`config.mk`:
```
export PLATFORM = sky130hd
export DESIGN_NAME = vram_arbiter_flat
export DESIGN_NICKNAME = d
export VERILOG_FILES = /design/src/rtl/vram_arbiter_if.sv /design/src/rtl/vram_arbiter.sv /design/src/flat_wrapper.sv
export SDC_FILE = /design/constraint.sdc
export NUM_CORES = 1
export LEC_CHECK = 0
export ABC_AREA = 1
export ABC_CLOCK_PERIOD_IN_PS = 1900
export BUFFER_PORTS_ARGS = -buffer_cell sky130_fd_sc_hd__buf_2
export CORE_MARGIN = 4
export CORE_UTILIZATION = 47
export CTS_CLUSTER_DIAMETER = 100
export DETAILED_ROUTE_END_ITERATION = 16
export PLACE_DENSITY = 0.8
export SYNTH_ARGS = -nofsm -noshare
export SYNTH_HDL_FRONTEND = slang
export SYNTH_SLANG_ARGS = --single-unit
```
`constraint.sdc`:
```
create_clock -name clk -period 1.9 [get_ports clk]
set_clock_uncertainty 0.2 [all_clocks]
set_input_delay 0.19 -clock clk [delete_from_list [all_inputs] [get_ports clk]]
set_output_delay 0.19 -clock clk [all_outputs]
set_load 0.005 [all_outputs]
```
`src/rtl/vram_arbiter_if.sv`:
```
// Bus bundle between the VRAM arbiter, its two requesters and the RAM macro.
// The arbiter uses the slave side; the bench (requesters + RAM model) uses master.
interface vram_arbiter_if #(
  parameter int unsigned ADDR_W = 16,
  parameter int unsigned DATA_W = 8
);
  logic              vid_req;
  logic [ADDR_W-1:0] vid_addr;
  logic [DATA_W-1:0] vid_data;
  logic              vid_valid;

  logic              cpu_req;
  logic              cpu_we;
  logic [ADDR_W-1:0] cpu_addr;
  logic [DATA_W-1:0] cpu_din;
  logic [DATA_W-1:0] cpu_dout;
  logic              cpu_ack;
  logic              cpu_starve;
  logic              starve_clr;

  logic [ADDR_W-1:0] ram_addr;
  logic [DATA_W-1:0] ram_din;
  logic              ram_we;
  logic [DATA_W-1:0] ram_dout;

  modport slave (
    input  vid_req, vid_addr, cpu_req, cpu_we, cpu_addr, cpu_din, starve_clr, ram_dout,
    output vid_data, vid_valid, cpu_dout, cpu_ack, cpu_starve, ram_addr, ram_din, ram_we
  );

  modport master (
    output vid_req, vid_addr, cpu_req, cpu_we, cpu_addr, cpu_din, starve_clr, ram_dout,
    input  vid_data, vid_valid, cpu_dout, cpu_ack, cpu_starve, ram_addr, ram_din, ram_we
  );
endinterface

```
`src/rtl/vram_arbiter.sv`:
```
// Single-port VRAM arbiter: renderer fetches have absolute priority, the CPU
// port is served best-effort with one access in flight and a starvation flag.
module vram_arbiter #(
  parameter int unsigned ADDR_W   = 16,
  parameter int unsigned DATA_W   = 8,
  parameter int unsigned WAIT_W   = 8,
  parameter int unsigned MAX_WAIT = 255
) (
  input  logic           clk,
  input  logic           reset,
  vram_arbiter_if.slave  bus
);

  localparam logic [WAIT_W-1:0] MAX_WAIT_V = WAIT_W'(MAX_WAIT);

  typedef enum logic {ST_IDLE, ST_BUSY} state_e;
  typedef enum logic [1:0] {TAG_NONE, TAG_VID, TAG_CPU_R, TAG_CPU_W} tag_e;

  state_e            state_q, state_d;
  tag_e              tag0_q, tag0_d, tag1_q;
  logic [ADDR_W-1:0] ram_addr_q, ram_addr_d;
  logic [DATA_W-1:0] ram_din_q, ram_din_d;
  logic              ram_we_q, ram_we_d;
  logic              cpu_ack_q, cpu_ack_d;
  logic [DATA_W-1:0] cpu_dout_q, cpu_dout_d;
  logic              starve_q, starve_d;
  logic [WAIT_W-1:0] wait_q, wait_d;

  logic              cpu_grant_c;
  logic              cpu_done_c;
  logic              waiting_c;
  logic [WAIT_W-1:0] wait_inc_c;

  // Grant, pipeline tagging, CPU completion and starvation tracking
  always_comb begin
    state_d    = state_q;
    tag0_d     = TAG_NONE;
    ram_addr_d = ram_addr_q;
    ram_din_d  = ram_din_q;
    ram_we_d   = 1'b0;
    cpu_ack_d  = 1'b0;
    cpu_dout_d = cpu_dout_q;
    wait_d     = wait_q;
    starve_d   = starve_q;

    cpu_done_c  = (tag1_q == TAG_CPU_R) || (tag1_q == TAG_CPU_W);
    // The ack cycle is skipped so a held cpu_req is not re-granted before the CPU reacts
    cpu_grant_c = !bus.vid_req && (state_q == ST_IDLE) && bus.cpu_req && !cpu_ack_q;
    waiting_c   = bus.cpu_req && (state_q == ST_IDLE) && !cpu_ack_q && !cpu_grant_c;
    wait_inc_c  = (wait_q == MAX_WAIT_V) ? wait_q : wait_q + WAIT_W'(1);

    if (bus.vid_req) begin
      ram_addr_d = bus.vid_addr;
      tag0_d     = TAG_VID;
    end else if (cpu_grant_c) begin
      ram_addr_d = bus.cpu_addr;
      ram_din_d  = bus.cpu_din;
      ram_we_d   = bus.cpu_we;
      tag0_d     = bus.cpu_we ? TAG_CPU_W : TAG_CPU_R;
    end

    case (state_q)
      ST_IDLE: if (cpu_grant_c) state_d = ST_BUSY;
      ST_BUSY: if (cpu_done_c)  state_d = ST_IDLE;
    endcase

    if (cpu_done_c) begin
      cpu_ack_d = 1'b1;
      if (tag1_q == TAG_CPU_R) cpu_dout_d = bus.ram_dout;
    end

    if (cpu_grant_c || !bus.cpu_req) wait_d = '0;
    else if (waiting_c)              wait_d = wait_inc_c;

    // Set beats clear when both happen together
    if (waiting_c && (wait_inc_c == MAX_WAIT_V)) starve_d = 1'b1;
    else if (bus.starve_clr)                     starve_d = 1'b0;
  end

  always_ff @(posedge clk or negedge reset) begin
    if (!reset) begin
      state_q    <= ST_IDLE;
      tag0_q     <= TAG_NONE;
      tag1_q     <= TAG_NONE;
      ram_addr_q <= '0;
      ram_din_q  <= '0;
      ram_we_q   <= 1'b0;
      cpu_ack_q  <= 1'b0;
      cpu_dout_q <= '0;
      starve_q   <= 1'b0;
      wait_q     <= '0;
    end else begin
      state_q    <= state_d;
      tag0_q     <= tag0_d;
      tag1_q     <= tag0_q;
      ram_addr_q <= ram_addr_d;
      ram_din_q  <= ram_din_d;
      ram_we_q   <= ram_we_d;
      cpu_ack_q  <= cpu_ack_d;
      cpu_dout_q <= cpu_dout_d;
      starve_q   <= starve_d;
      wait_q     <= wait_d;
    end
  end

  assign bus.ram_addr   = ram_addr_q;
  assign bus.ram_din    = ram_din_q;
  assign bus.ram_we     = ram_we_q;
  assign bus.cpu_ack    = cpu_ack_q;
  assign bus.cpu_dout   = cpu_dout_q;
  assign bus.cpu_starve = starve_q;
  assign bus.vid_data   = bus.ram_dout;
  assign bus.vid_valid  = (tag1_q == TAG_VID);

endmodule
```
`src/flat_wrapper.sv`:
```
// flat-port wrapper written by rule: the top's interface ports become plain ports
module vram_arbiter_flat 
#(
  parameter int unsigned ADDR_W   = 16,
  parameter int unsigned DATA_W   = 8,
  parameter int unsigned WAIT_W   = 8,
  parameter int unsigned MAX_WAIT = 255
)
  (clk, reset, bus_vid_req, bus_vid_addr, bus_cpu_req, bus_cpu_we, bus_cpu_addr, bus_cpu_din, bus_starve_clr, bus_ram_dout, bus_vid_data, bus_vid_valid, bus_cpu_dout, bus_cpu_ack, bus_cpu_starve, bus_ram_addr, bus_ram_din, bus_ram_we);
  vram_arbiter_if #(.ADDR_W(ADDR_W), .DATA_W(DATA_W)) bus_i ();
  input  logic clk;
  input  logic reset;
  input wire logic [$bits(bus_i.vid_req)-1:0] bus_vid_req;
  input wire logic [$bits(bus_i.vid_addr)-1:0] bus_vid_addr;
  input wire logic [$bits(bus_i.cpu_req)-1:0] bus_cpu_req;
  input wire logic [$bits(bus_i.cpu_we)-1:0] bus_cpu_we;
  input wire logic [$bits(bus_i.cpu_addr)-1:0] bus_cpu_addr;
  input wire logic [$bits(bus_i.cpu_din)-1:0] bus_cpu_din;
  input wire logic [$bits(bus_i.starve_clr)-1:0] bus_starve_clr;
  input wire logic [$bits(bus_i.ram_dout)-1:0] bus_ram_dout;
  output wire logic [$bits(bus_i.vid_data)-1:0] bus_vid_data;
  output wire logic [$bits(bus_i.vid_valid)-1:0] bus_vid_valid;
  output wire logic [$bits(bus_i.cpu_dout)-1:0] bus_cpu_dout;
  output wire logic [$bits(bus_i.cpu_ack)-1:0] bus_cpu_ack;
  output wire logic [$bits(bus_i.cpu_starve)-1:0] bus_cpu_starve;
  output wire logic [$bits(bus_i.ram_addr)-1:0] bus_ram_addr;
  output wire logic [$bits(bus_i.ram_din)-1:0] bus_ram_din;
  output wire logic [$bits(bus_i.ram_we)-1:0] bus_ram_we;
  assign bus_i.vid_req = bus_vid_req;
  assign bus_i.vid_addr = bus_vid_addr;
  assign bus_i.cpu_req = bus_cpu_req;
  assign bus_i.cpu_we = bus_cpu_we;
  assign bus_i.cpu_addr = bus_cpu_addr;
  assign bus_i.cpu_din = bus_cpu_din;
  assign bus_i.starve_clr = bus_starve_clr;
  assign bus_i.ram_dout = bus_ram_dout;
  assign bus_vid_data = bus_i.vid_data;
  assign bus_vid_valid = bus_i.vid_valid;
  assign bus_cpu_dout = bus_i.cpu_dout;
  assign bus_cpu_ack = bus_i.cpu_ack;
  assign bus_cpu_starve = bus_i.cpu_starve;
  assign bus_ram_addr = bus_i.ram_addr;
  assign bus_ram_din = bus_i.ram_din;
  assign bus_ram_we = bus_i.ram_we;
  vram_arbiter #(.ADDR_W(ADDR_W), .DATA_W(DATA_W), .WAIT_W(WAIT_W), .MAX_WAIT(MAX_WAIT)) u_core (.clk(clk), .reset(reset), .bus(bus_i));
endmodule
```
# ---- Word-level counts from Yosys, hierarchy flattened
# Index checks and enable logic that the tools add are counted.
dict set report totals {
  romBits 0
  word_cells 52
  ff_bits 48
  latch_bits 0
  n_memories 0
  mem_bits_rw 0
}
dict set report classes {
  n_mul 0
  muxes 16
  add_sub_neg 1
  eq_ne 5
  n_reduce_logical 18
  div 0
  bitwise 2
  shifts 0
  n_lt_le_gt_ge 0
}
# op n
set ops {}
lappend ops {{two-way mux 16 bit} 2}
lappend ops {{two-way mux 8 bit} 3}
lappend ops {{equality test 8 bit, second input constant} 2}
lappend ops {{adder 8 x 1 -> 8 bit, second input constant} 1}
lappend ops {{two-way mux 1 bit} 8}
lappend ops {{logical AND 1 bit} 7}
lappend ops {{nonzero test 2 bit} 3}
lappend ops {{equality test 2 bit, second input constant} 2}
lappend ops {{zero test 1 bit} 4}
lappend ops {{two-way mux 2 bit} 2}
lappend ops {{AND reduction 2 bit} 2}
lappend ops {{equality test 2 x 1 -> 1 bit, second input constant} 1}
lappend ops {{logical OR 1 bit} 2}
lappend ops {{NOT 1 bit} 2}
lappend ops {{case mux 1 bit (2 select lines)} 1}

# ---- Longest topological paths before layout
# Gate-level depths: netlist (run 1).
dict set report logic_depth {
  word_depth 8
  depth_mapped 10
  depth_no_buf 10
}

# ---- Worst setup path after synthesis (run 1)
# Ideal clock, no wire load.
dict set report synth_path {
  path_kind {reg2reg}
  start {reg u_core.wait_q[0]}
  end {reg u_core.starve_q, in the netlist u_core.bus.cpu_starve}
  arrival_time_ns 1.196
  path_stages_with_launch 10
  t_required_ns 1.583
  slack_ns 0.387
  path_cell_list {dfrtp_1 -> ha_1 -> nand2_2 -> nor2_8 -> nand2_4 -> inv_1 -> a21oi_2 -> nor2_2 -> nand3_1 -> nand2_1}
}
dict set report synth_via {
  elab_chain_len 5
}
# element line
set synth_lines {}
lappend synth_lines {{start, declared} vram_arbiter.sv:27} ;# logic [WAIT_W-1:0] wait_q, wait_d;
lappend synth_lines {{start signal, assigned} vram_arbiter.sv:102} ;# wait_q <= wait_d;
lappend synth_lines {{adder 8 x 1 -> 8 bit / equality test 8 bit (equally long branches)} vram_arbiter.sv:50} ;# wait_inc_c = (wait_q == MAX_WAIT_V) ? wait_q : wait_q + WAIT_W'(1);
lappend synth_lines {{two-way mux 8 bit *} vram_arbiter.sv:50}
lappend synth_lines {{equality test 8 bit *} vram_arbiter.sv:76} ;# if (waiting_c && (wait_inc_c == MAX_WAIT_V)) starve_d = 1'b1;
lappend synth_lines {{logical AND 1 bit *} vram_arbiter.sv:76}
lappend synth_lines {{two-way mux 1 bit / nonzero test 2 bit (equally long branches)} -}
lappend synth_lines {{end signal, assigned} vram_arbiter.sv:101} ;# starve_q <= starve_d;
lappend synth_lines {{end, declared} vram_arbiter.sv:26} ;# logic starve_q, starve_d;
# Every way passes the cells marked *; elsewhere a longest branch is shown, timed or not.
# A chain may end at the register's enable or synchronous reset.

# ---- Final worst setup path (run 1)
dict set report layout_path {
  start {reg u_core.wait_q[1]}
  end {reg u_core.starve_q, in the netlist u_core.bus.cpu_starve}
}
# The elaborated chain is that of the path after synthesis.

==> results.sh, run 1 <==
export IMPL_grt_pass1_wl_um=10500
export IMPL_powerDensity_nw_per_um2=647
export IMPL_multi_input_area_um2=858
export IMPL_worst_path_max_fanout=7
export IMPL_grt_pass1_vias=2249
export IMPL_die_w_um=76.7
export IMPL_cts_repair_resized=0
export IMPL_r2r_start="u_core.wait_q[1]"
export IMPL_cap_viol_max_count=0
export IMPL_worstPathCellList="ha_1 > nand2_2 > nor2_8 > nand2_4 > nand2_1 > nand2_1 > nand3_2 > nor2_2 > nand3_1 > nand2_1"
export IMPL_cp_arrival_ps=1700
export IMPL_ff2ff_path_depth=10
export IMPL_synth_main_ff_cell="dfrtp_1"
export IMPL_clockPowerShare_pct=34.5
export IMPL_core_area_um2=4470
export IMPL_die_area_um2=5890
export IMPL_die_h_um=76.7
export IMPL_grt_max_degree=33
export IMPL_cp_start_kind="flop"
export IMPL_start_util_pct=49.6
export IMPL_routabilityCongestion=0.817
export IMPL_ys_seq_area_share_pct=54.1
export IMPL_cts_path_max_buffers=2
export IMPL_setup_viol=0
export IMPL_synth_most_common_cell="nand2_1"
export IMPL_yosysTopAreaCell="dfrtp_1"
export IMPL_timing_fmax_ghz=0.604
export IMPL_cts_root_buf="clkbuf_8"
export IMPL_fin_nets=442
export IMPL_clock_sinks=48
export IMPL_grt_usage_pct=21.9
export IMPL_synth_xor_area_share_pct=0.394
export IMPL_antenna_cells=0
export IMPL_drt_wl_total_um=6350
export IMPL_via_per_inst=4.90
export IMPL_cts_tree="built"
export IMPL_final_cells=440
export IMPL_netlist_top_cells_area="dfrtp_1 (54%), nand2_1 (14%), a31oi_1 (4.5%), mux2_2 (4.1%), nor2_1 (4.1%)"
export IMPL_first_pass_iters=4
export IMPL_holdPathStages=2
export IMPL_wire_per_inst_um=14.4
export IMPL_yosys_mux_area_fraction_pct=4.06
export IMPL_final_hold_viol_count=0
export IMPL_drc=0
export IMPL_regArea_um2=1200
export IMPL_cts_buffers=5
export IMPL_r2r_end="u_core.bus.cpu_starve"
export IMPL_rows=24
export IMPL_clk_latency_ps=290
export IMPL_syn_area_per_cell_um2=9.14
export IMPL_synthesis_area_um2=2220
export IMPL_synth_ff_latch_count=48
export IMPL_clock_tree_htree_level_count=2
export IMPL_clk_pin_slew_ps=90
export IMPL_status="finished, final reports clean"
export IMPL_syn2layout_area_growth_pct=50.5
export IMPL_slowest_stage="dfrtp_1"
export IMPL_total_power_mw=2.16
export IMPL_post_cts_buffers=0
export IMPL_synth_async_reset_ratio_pct=100
export IMPL_end_kind="flop"
export IMPL_grt_overflow_total=0
export IMPL_setup_tns_final_ps=0
export IMPL_fin_util_pct=74.7
export IMPL_vias=2156
export IMPL_antenna_found_initial=0
export IMPL_ys_warnings_count=0
export IMPL_switching_share_pct=23.8
export IMPL_netSwitchingPower_mw=0.514
export IMPL_dp_hpwl_um=3730
export IMPL_cp_required_ps=1940
export IMPL_finalCritPeriodShare_pct=87.2
export IMPL_synthSimpleGateAreaFrac_pct=24.6
export IMPL_ys_top_cells_by_count="nand2_1 (80), dfrtp_1 (48), nor2_1 (24)"
export IMPL_p_leak_nw=1.76
export IMPL_syn_inst=243
export IMPL_synth_top_family_by_area="simple AND/OR/NAND/NOR gates"
export IMPL_ant_nets=0
export IMPL_port_buffers=97
export IMPL_ir_worst_vdd_v=0.000411
export IMPL_p_int_mw=1.65
export IMPL_r2r_slack_ps=240
export IMPL_synthAdderAreaFrac_pct=0.563
export IMPL_worstMarginPinSlew_ps=557
export IMPL_yosysTopAreaCellShare_pct=54.1
export IMPL_crit_top_cell="nand2_1"
export IMPL_ys_types=25
export IMPL_relSlewSlack_pct=62.8
export IMPL_fin_crit_ps=1660
export IMPL_fillCellCount=318
export IMPL_crit_type="reg -> reg"
export IMPL_critPathMaxStageDelay_ps=430
export IMPL_maxSlewViolCount=0
export IMPL_synth_compound_area_share_pct=9.07
export IMPL_synth_edf_count=0
export IMPL_holdPathEnd="u_core.wait_q[2]"
export IMPL_hp_class="in -> reg"
export IMPL_min_from="bus_cpu_req"
export IMPL_whs_ps=20.5
export IMPL_ios=98
export IMPL_dp_cells=381
export IMPL_drive_gt1_share_pct=34.5
export IMPL_sequentialPowerShare_pct=50.5
export IMPL_drt_iter0_drc=152
export IMPL_synth_nets=298
export IMPL_share_comb_of_total_power_pct=15.0
export IMPL_rsz0062_at_grt="false"
[how the worst max path moves through the flow]
stage | start | to | slack [ps]
2_1_floorplan | u_core.wait_q[0] | u_core.bus.cpu_starve | 390
3_3_place_gp | u_core.wait_q[0] | u_core.bus.cpu_starve | 330
3_5_place_dp | u_core.wait_q[1] | u_core.bus.cpu_starve | 290
4_1_cts | u_core.wait_q[1] | u_core.bus.cpu_starve | 260
5_1_grt | u_core.wait_q[1] | u_core.bus.cpu_starve | 90
6_report | u_core.wait_q[1] | u_core.bus.cpu_starve | 240
[registers in the layout (all words and copies together) (netlist names), 2 cells and up]
register             flops
u_core.bus.cpu_dout      8
u_core.bus.ram_addr     16
u_core.bus.ram_din       8
u_core.tag0_q            2
u_core.tag1_q            2
u_core.wait_q            8
[cells in the final DEF (no fill, tap or decap), drive strengths merged]
cell / instances
a32o: 2
dfrtp: 48
nand3b: 1
buf: 101
mux2: 8
clkbuf: 5
o21ai: 7
dlygate4sd3: 51
bufinv: 1
a21oi: 2
a31oi: 16
o22ai: 4
clkinvlp: 1
ha: 1
nand3: 8
nand2: 84
inv: 18
nor2: 29
xor2: 1
[per-stage QoR]
| step | instance area [µm²] | worst slack [ps] |
|---|---|---|
| floorplan | 2220 | 387 |
| global placement | 2720 | 326 |
| detailed placement | 2720 | 286 |
| CTS | 3340 | 261 |
| global route | 3340 | 85.1 |
| finish | 3340 | 244 |
[routing by layer]
metal / wire length [µm] / share of wire (%) / track usage, %
met5: 0 / 0 / 0
met4: 106 / 1.7 / 7.61
met3: 434 / 6.8 / 5.27
met2: 3330 / 52 / 39.9
met1: 2480 / 39 / 24.8
[worst max-delay path, delay by kind of cell (launching register included)]
kind	cells	cell delay, ps
fa+ha+maj	1	220
simple gates	9	750
flops	1	430
[power groups by stage]
| stage | clock network, mW | registers (mW) | logic (mW) |
|---|---|---|---|
| after floorplan | 0 | 1.11 | 0.0914 |
| after global placement | 0 | 1.11 | 0.232 |
| after detailed placement | 0 | 1.11 | 0.235 |
| after CTS | 0.765 | 1.09 | 0.315 |
| after global routing | 0.801 | 1.10 | 0.359 |
| final | 0.746 | 1.09 | 0.325 |
[layout make-up]
cell class | count | area share (%)
multi-input cells | 163 | 25.7
inverters | 17 | 1.91
repair buffers | 152 | 31.1
flip-flops and latches | 48 | 35.9
clock inverters | 3 | 1.39
clock buffers | 5 | 2.06
well taps | 52 | 1.95
[repair_timing]
item                                    in CTS  in global routing
endpoints found under the setup margin       0                  0
endpoints found under the hold margin       58                  0
hold buffers                                51                  0
[kinds of logic (layout without fill, tap and decap cells)]
family	count (synthesis)	in the layout
AOI/OAI and AO/OA	31	31
xor gates and xnor gates	1	1
adders and majority gates	1	1
buffers and inverters	32	177
DFF	48	48
muxes	8	8
and+or+nand+nor	122	122
No activity file was read; power rests on OpenSTA's default activity.
==> run 2, diff against run 1 <==
- RECOVER_POWER: not set -> 100
==> run 2 against run 1 <==
Combinational power fell by 4%. Wire length rose by 0.17%. Flip-flop and latch count did not move. Register-to-register slack got worse by 30 ps. Final cell count did not move. Core utilization fell by 1.3 points. Maximum frequency fell by 1.6%. Sequential power barely moved. First-iteration DRC count rose by 2.0%. Final area fell by 1.7%. Critical path type unchanged. Critical endpoint unchanged. Largest cell class unchanged.
==> results.sh, run 2 (same netlist as run 1, synthesis figures left out) <==
export IMPL_clock_sinks=48
export IMPL_cts_tree="built"
export IMPL_rows=24
export IMPL_cp_required_ps=1890
export IMPL_start_util_pct=49.6
export IMPL_status="finished, final reports clean"
export IMPL_finalCritPeriodShare_pct=88.5
export IMPL_p_leak_nw=1.68
export IMPL_die_area_um2=5890
export IMPL_worstMarginPinSlew_ps=605
export IMPL_powerDensity_nw_per_um2=655
export IMPL_clock_tree_htree_level_count=2
export IMPL_cts_path_max_buffers=2
export IMPL_die_w_um=76.7
export IMPL_routabilityCongestion=0.817
export IMPL_setup_viol=0
export IMPL_drt_wl_total_um=6360
export IMPL_final_common_cell="nand2_1"
export IMPL_maxSlewViolCount=0
export IMPL_dp_hpwl_um=3730
export IMPL_grt_max_degree=33
export IMPL_fin_crit_ps=1680
export IMPL_syn2layout_area_growth_pct=47.9
export IMPL_ir_worst_vdd_v=0.000415
export IMPL_fin_ws_ps=218
export IMPL_rsz0062_at_grt="false"
export IMPL_grt_overflow_total=0
export IMPL_antenna_cells=0
export IMPL_vias=2166
export IMPL_wire_per_inst_um=14.5
export IMPL_cp_arrival_ps=1680
export IMPL_final_cells=440
export IMPL_post_cts_buffers=0
export IMPL_ff2ff_path_depth=9
export IMPL_cts_hold_buf=51
export IMPL_die_h_um=76.7
export IMPL_setup_tns_final_ps=0
export IMPL_cts_repair_resized=0
export IMPL_crit_type="reg -> reg"
export IMPL_drive_gt1_share_pct=26.8
export IMPL_design_area_um2=3280
export IMPL_final_hold_viol_count=0
export IMPL_worst_path_max_fanout=7
export IMPL_timing_fmax_ghz=0.595
export IMPL_clk_pin_slew_ps=90
export IMPL_ios=98
export IMPL_drc=0
export IMPL_core_area_um2=4470
export IMPL_drt_iter0_drc=155
export IMPL_fin_util_pct=73.4
export IMPL_clk_latency_ps=290
export IMPL_via_per_inst=4.92
export IMPL_grt_pass1_wl_um=10500
export IMPL_port_buffers=97
export IMPL_dp_cells=381
export IMPL_antenna_found_initial=0
export IMPL_dpl_cell_area_um2=2720
export IMPL_grt_pass1_vias=2249
export IMPL_end_kind="flop"
export IMPL_fin_nets=442
export IMPL_first_pass_iters=5
export IMPL_holdPathStages=2
export IMPL_cts_root_buf="clkbuf_8"
export IMPL_hp_class="in -> reg"
export IMPL_cap_viol_max_count=0
export IMPL_pre_cts_ws_ps=286
export IMPL_largest_register_ffs=16
export IMPL_layout_common_cells="nand2_1 (81), buf_2 (70), dlygate4sd3_1 (51), dfrtp_1 (48), clkbuf_1 (26)"
export IMPL_total_power_mw=2.15
export IMPL_ant_nets=0
export IMPL_cp_start_kind="flop"
export IMPL_whs_ps=18.7
export IMPL_relSlewSlack_pct=59.7
export IMPL_grt_usage_pct=21.9
export IMPL_cts_buffers=5
run 2: cell types whose count changed in the layout (fill, tap and decap cells not counted), sizes merged:
cell	previous run	this run
clkbuf	5	33
buf	101	73
run 2: area by class of cell:
| cell class | instances | area (µm²) |
|---|---|---|
| sequential | 48 | 1200 |
| clock inverter | 3 | 46.3 |
| inverter | 17 | 63.8 |
| tap | 52 | 65.1 |
| clock buffer | 5 | 68.8 |
| timing repair buffer | 152 | 991 |
| multi-input combinational | 163 | 848 |
| fill | 339 | 1190 |
run 2: power by group:
part	internal, mW	leakage (nW)	switching, mW
combinational	0.171	1.02	0.141
sequential	1.07	0.600	0.0244
clock	0.397	0.0548	0.350
total	1.63	1.68	0.515
run 2: worst paths after layout:
check                      slack, ps                 endpoint             start
min in group asynchronous        220   u_core.bus.cpu_dout[3]             reset
max in group asynchronous        290  u_core.bus.ram_addr[14]             reset
min                               20         u_core.tag0_q[1]       bus_vid_req
min reg2reg                      160         u_core.tag1_q[1]  u_core.tag0_q[1]
max reg2reg                      220    u_core.bus.cpu_starve  u_core.wait_q[1]
max                              220    u_core.bus.cpu_starve  u_core.wait_q[1]
run 2: critical path: stages (launching register included):
cell     delay [ps]
dfrtp_1         430
ha_1            220
nand2_2         130
nor2_8           60
nand2_4         100
inv_1            60
a21oi_1         180
nor2_1           70
nand3_1          80
nand2_1          50
run 2: routing by layer:
layer | GRT usage [%] | part of all wire, %
met1 | 24.8 | 39
met2 | 39.9 | 53
met3 | 5.27 | 6.6
met4 | 7.61 | 1.8
met5 | 0 | 0
==> run 3, diff against run 2 <==
- MAX_ROUTING_LAYER: not set -> met4
==> run 3 against run 2 <==
Wire length is 0.86% lower. Largest cell class unchanged. Die area stayed put. Power hardly changed. Clock power hardly changed. First-iteration DRC count is 17% lower. Register-to-register slack hardly changed. Sequential power hardly changed. Worst hold slack worse by 0.65 ps. Critical path type unchanged. Worst setup slack better by 13 ps. Non-clock buffer count stayed put. Highest routed layer unchanged. Maximum frequency is 0.77% higher. Global-route usage is 0.67 points higher.
==> results.sh, run 3 (same netlist as run 1, synthesis figures left out) <==
export IMPL_status="finished, final reports clean"
export IMPL_slowest_stage="dfrtp_1"
export IMPL_startpoint="u_core.wait_q[1]"
export IMPL_timing_fmax_ghz=0.599
export IMPL_end_kind="flop"
export IMPL_final_common_cell="nand2_1"
export IMPL_core_area_um2=4470
export IMPL_worstPathCellList="ha_1 > nand2_2 > nor2_8 > nand2_4 > inv_1 > a21oi_1 > nor2_1 > nand3_1 > nand2_1"
export IMPL_die_w_um=76.7
export IMPL_fin_ws_ps=231
export IMPL_grt_pass1_vias=2243
export IMPL_worst_path_max_fanout=7
export IMPL_cp_num_buf_inv=1
export IMPL_ir_worst_vdd_v=0.000410
export IMPL_drc=0
export IMPL_grt_pass1_wl_um=10500
export IMPL_powerDensity_nw_per_um2=655
export IMPL_r2r_slack_ps=230
export IMPL_cp_required_ps=1900
export IMPL_ios=98
export IMPL_maxSlewViolCount=0
export IMPL_p_leak_nw=1.68
export IMPL_dp_hpwl_um=3730
export IMPL_holdPathEnd="u_core.wait_q[2]"
export IMPL_relSlewSlack_pct=59.9
export IMPL_cp_start_kind="flop"
export IMPL_drive_gt1_share_pct=26.8
export IMPL_r2r_start="u_core.wait_q[1]"
export IMPL_largest_register_ffs=16
export IMPL_rsz0062_at_grt="false"
export IMPL_drt_iter0_drc=129
export IMPL_holdPathStages=2
export IMPL_setup_viol=0
export IMPL_setup_tns_final_ps=0
export IMPL_cp_arrival_ps=1670
export IMPL_crit_type="reg -> reg"
export IMPL_vias=2172
export IMPL_port_buffers=97
export IMPL_clk_latency_ps=300
export IMPL_start_util_pct=49.6
export IMPL_antenna_cells=0
export IMPL_cts_root_buf="clkbuf_8"
export IMPL_critPathMaxStageDelay_ps=430
export IMPL_pre_cts_ws_ps=286
export IMPL_via_per_inst=4.94
export IMPL_drt_wl_total_um=6310
export IMPL_antenna_found_initial=0
export IMPL_worstMarginPinSlew_ps=602
export IMPL_clock_tree_htree_level_count=2
export IMPL_routabilityCongestion=0.829
export IMPL_fin_crit_ps=1670
export IMPL_layout_common_cells="nand2_1 (81), buf_2 (70), dlygate4sd3_1 (51), dfrtp_1 (48), clkbuf_1 (26)"
export IMPL_die_area_um2=5890
export IMPL_cts_buffers=5
export IMPL_grt_overflow_total=0
export IMPL_path_delay_family="simple AND/OR/NAND/NOR gates"
export IMPL_hp_class="in -> reg"
export IMPL_min_from="bus_cpu_req"
export IMPL_grt_max_degree=33
export IMPL_r2r_end="u_core.bus.cpu_starve"
export IMPL_syn2layout_area_growth_pct=47.9
export IMPL_cts_tree="built"
export IMPL_ff2ff_path_depth=9
export IMPL_clk_pin_slew_ps=90
export IMPL_ant_nets=0
export IMPL_die_h_um=76.7
export IMPL_rows=24
export IMPL_finalCritPeriodShare_pct=87.9
export IMPL_grt_usage_pct=22.6
export IMPL_final_hold_viol_count=0
export IMPL_first_pass_iters=5
export IMPL_cap_viol_max_count=0
export IMPL_wire_per_inst_um=14.3
export IMPL_clock_sinks=48
export IMPL_cts_path_max_buffers=2
export IMPL_fin_nets=442
-- run 3: power by group --
part	internal (mW)	leakage, nW	total, mW	switching, mW
logic	0.171	1.02	0.311	0.141
registers	1.07	0.600	1.09	0.0241
clock network	0.397	0.0548	0.747	0.350
-- run 3: area by class of cell --
type	count	area [µm²]
Timing Repair Buffer	152	991
Tap cell	52	65.1
Multi-Input combinational cell	163	848
Clock inverter	3	46.3
Inverter	17	63.8
Fill cell	339	1190
Sequential cell	48	1200
Clock buffer	5	68.8
-- run 3: layer usage --
| layer | global-route usage (%) | share of wire, % | up-vias |
|---|---|---|---|
| li1 | - | - | 1063 |
| met1 | 25.8 | 39 | 992 |
| met2 | 39.8 | 52 | 103 |
| met3 | 4.10 | 6.8 | 14 |
| met4 | 7.61 | 2.0 | 0 |
| met5 | - | 0 | - |
-- run 3: worst max path at each step --
stage | endpoint | slack [ps] | depth (start not counted)
2_1_floorplan | u_core.bus.cpu_starve | 390 | 9
3_3_place_gp | u_core.bus.cpu_starve | 330 | 10
3_5_place_dp | u_core.bus.cpu_starve | 290 | 10
4_1_cts | u_core.bus.cpu_starve | 260 | 10
5_1_grt | u_core.bus.ram_addr[13] | 70 | 3
6_report | u_core.bus.cpu_starve | 230 | 9
-- run 3: repair_timing --
action | in CTS | in global routing
hold endpoints to repair | 58 | 0
gates resized for setup | 0 | 0
hold buffers | 51 | 0
endpoints found under the setup margin | 0 | 0
buffers inserted | 0 | 0
-- run 3: worst register-to-register path: stages (launching register included) --
cell,delay (ps)
dfrtp_1,430
ha_1,220
nand2_2,130
nor2_8,60
nand2_4,100
inv_1,60
a21oi_1,170
nor2_1,70
nand3_1,80
nand2_1,50
-- run 3: per-stage QoR --
| step | hold slack, ps | util, % | instances | cell area (µm²) | power [mW] |
|---|---|---|---|---|---|
| global route | 15.6 | 73.4 | 440 | 3280 | 2.24 |
| global placement | 9.43 | 60.7 | 381 | 2720 | 1.34 |
| floorplan | -306 | - | 243 | 2220 | 1.21 |
| finish | 18.1 | 73.4 | 440 | 3280 | 2.15 |
| detailed placement | 11.5 | 60.7 | 381 | 2720 | 1.34 |
| CTS | 12.7 | 74.7 | 440 | 3340 | 2.17 |
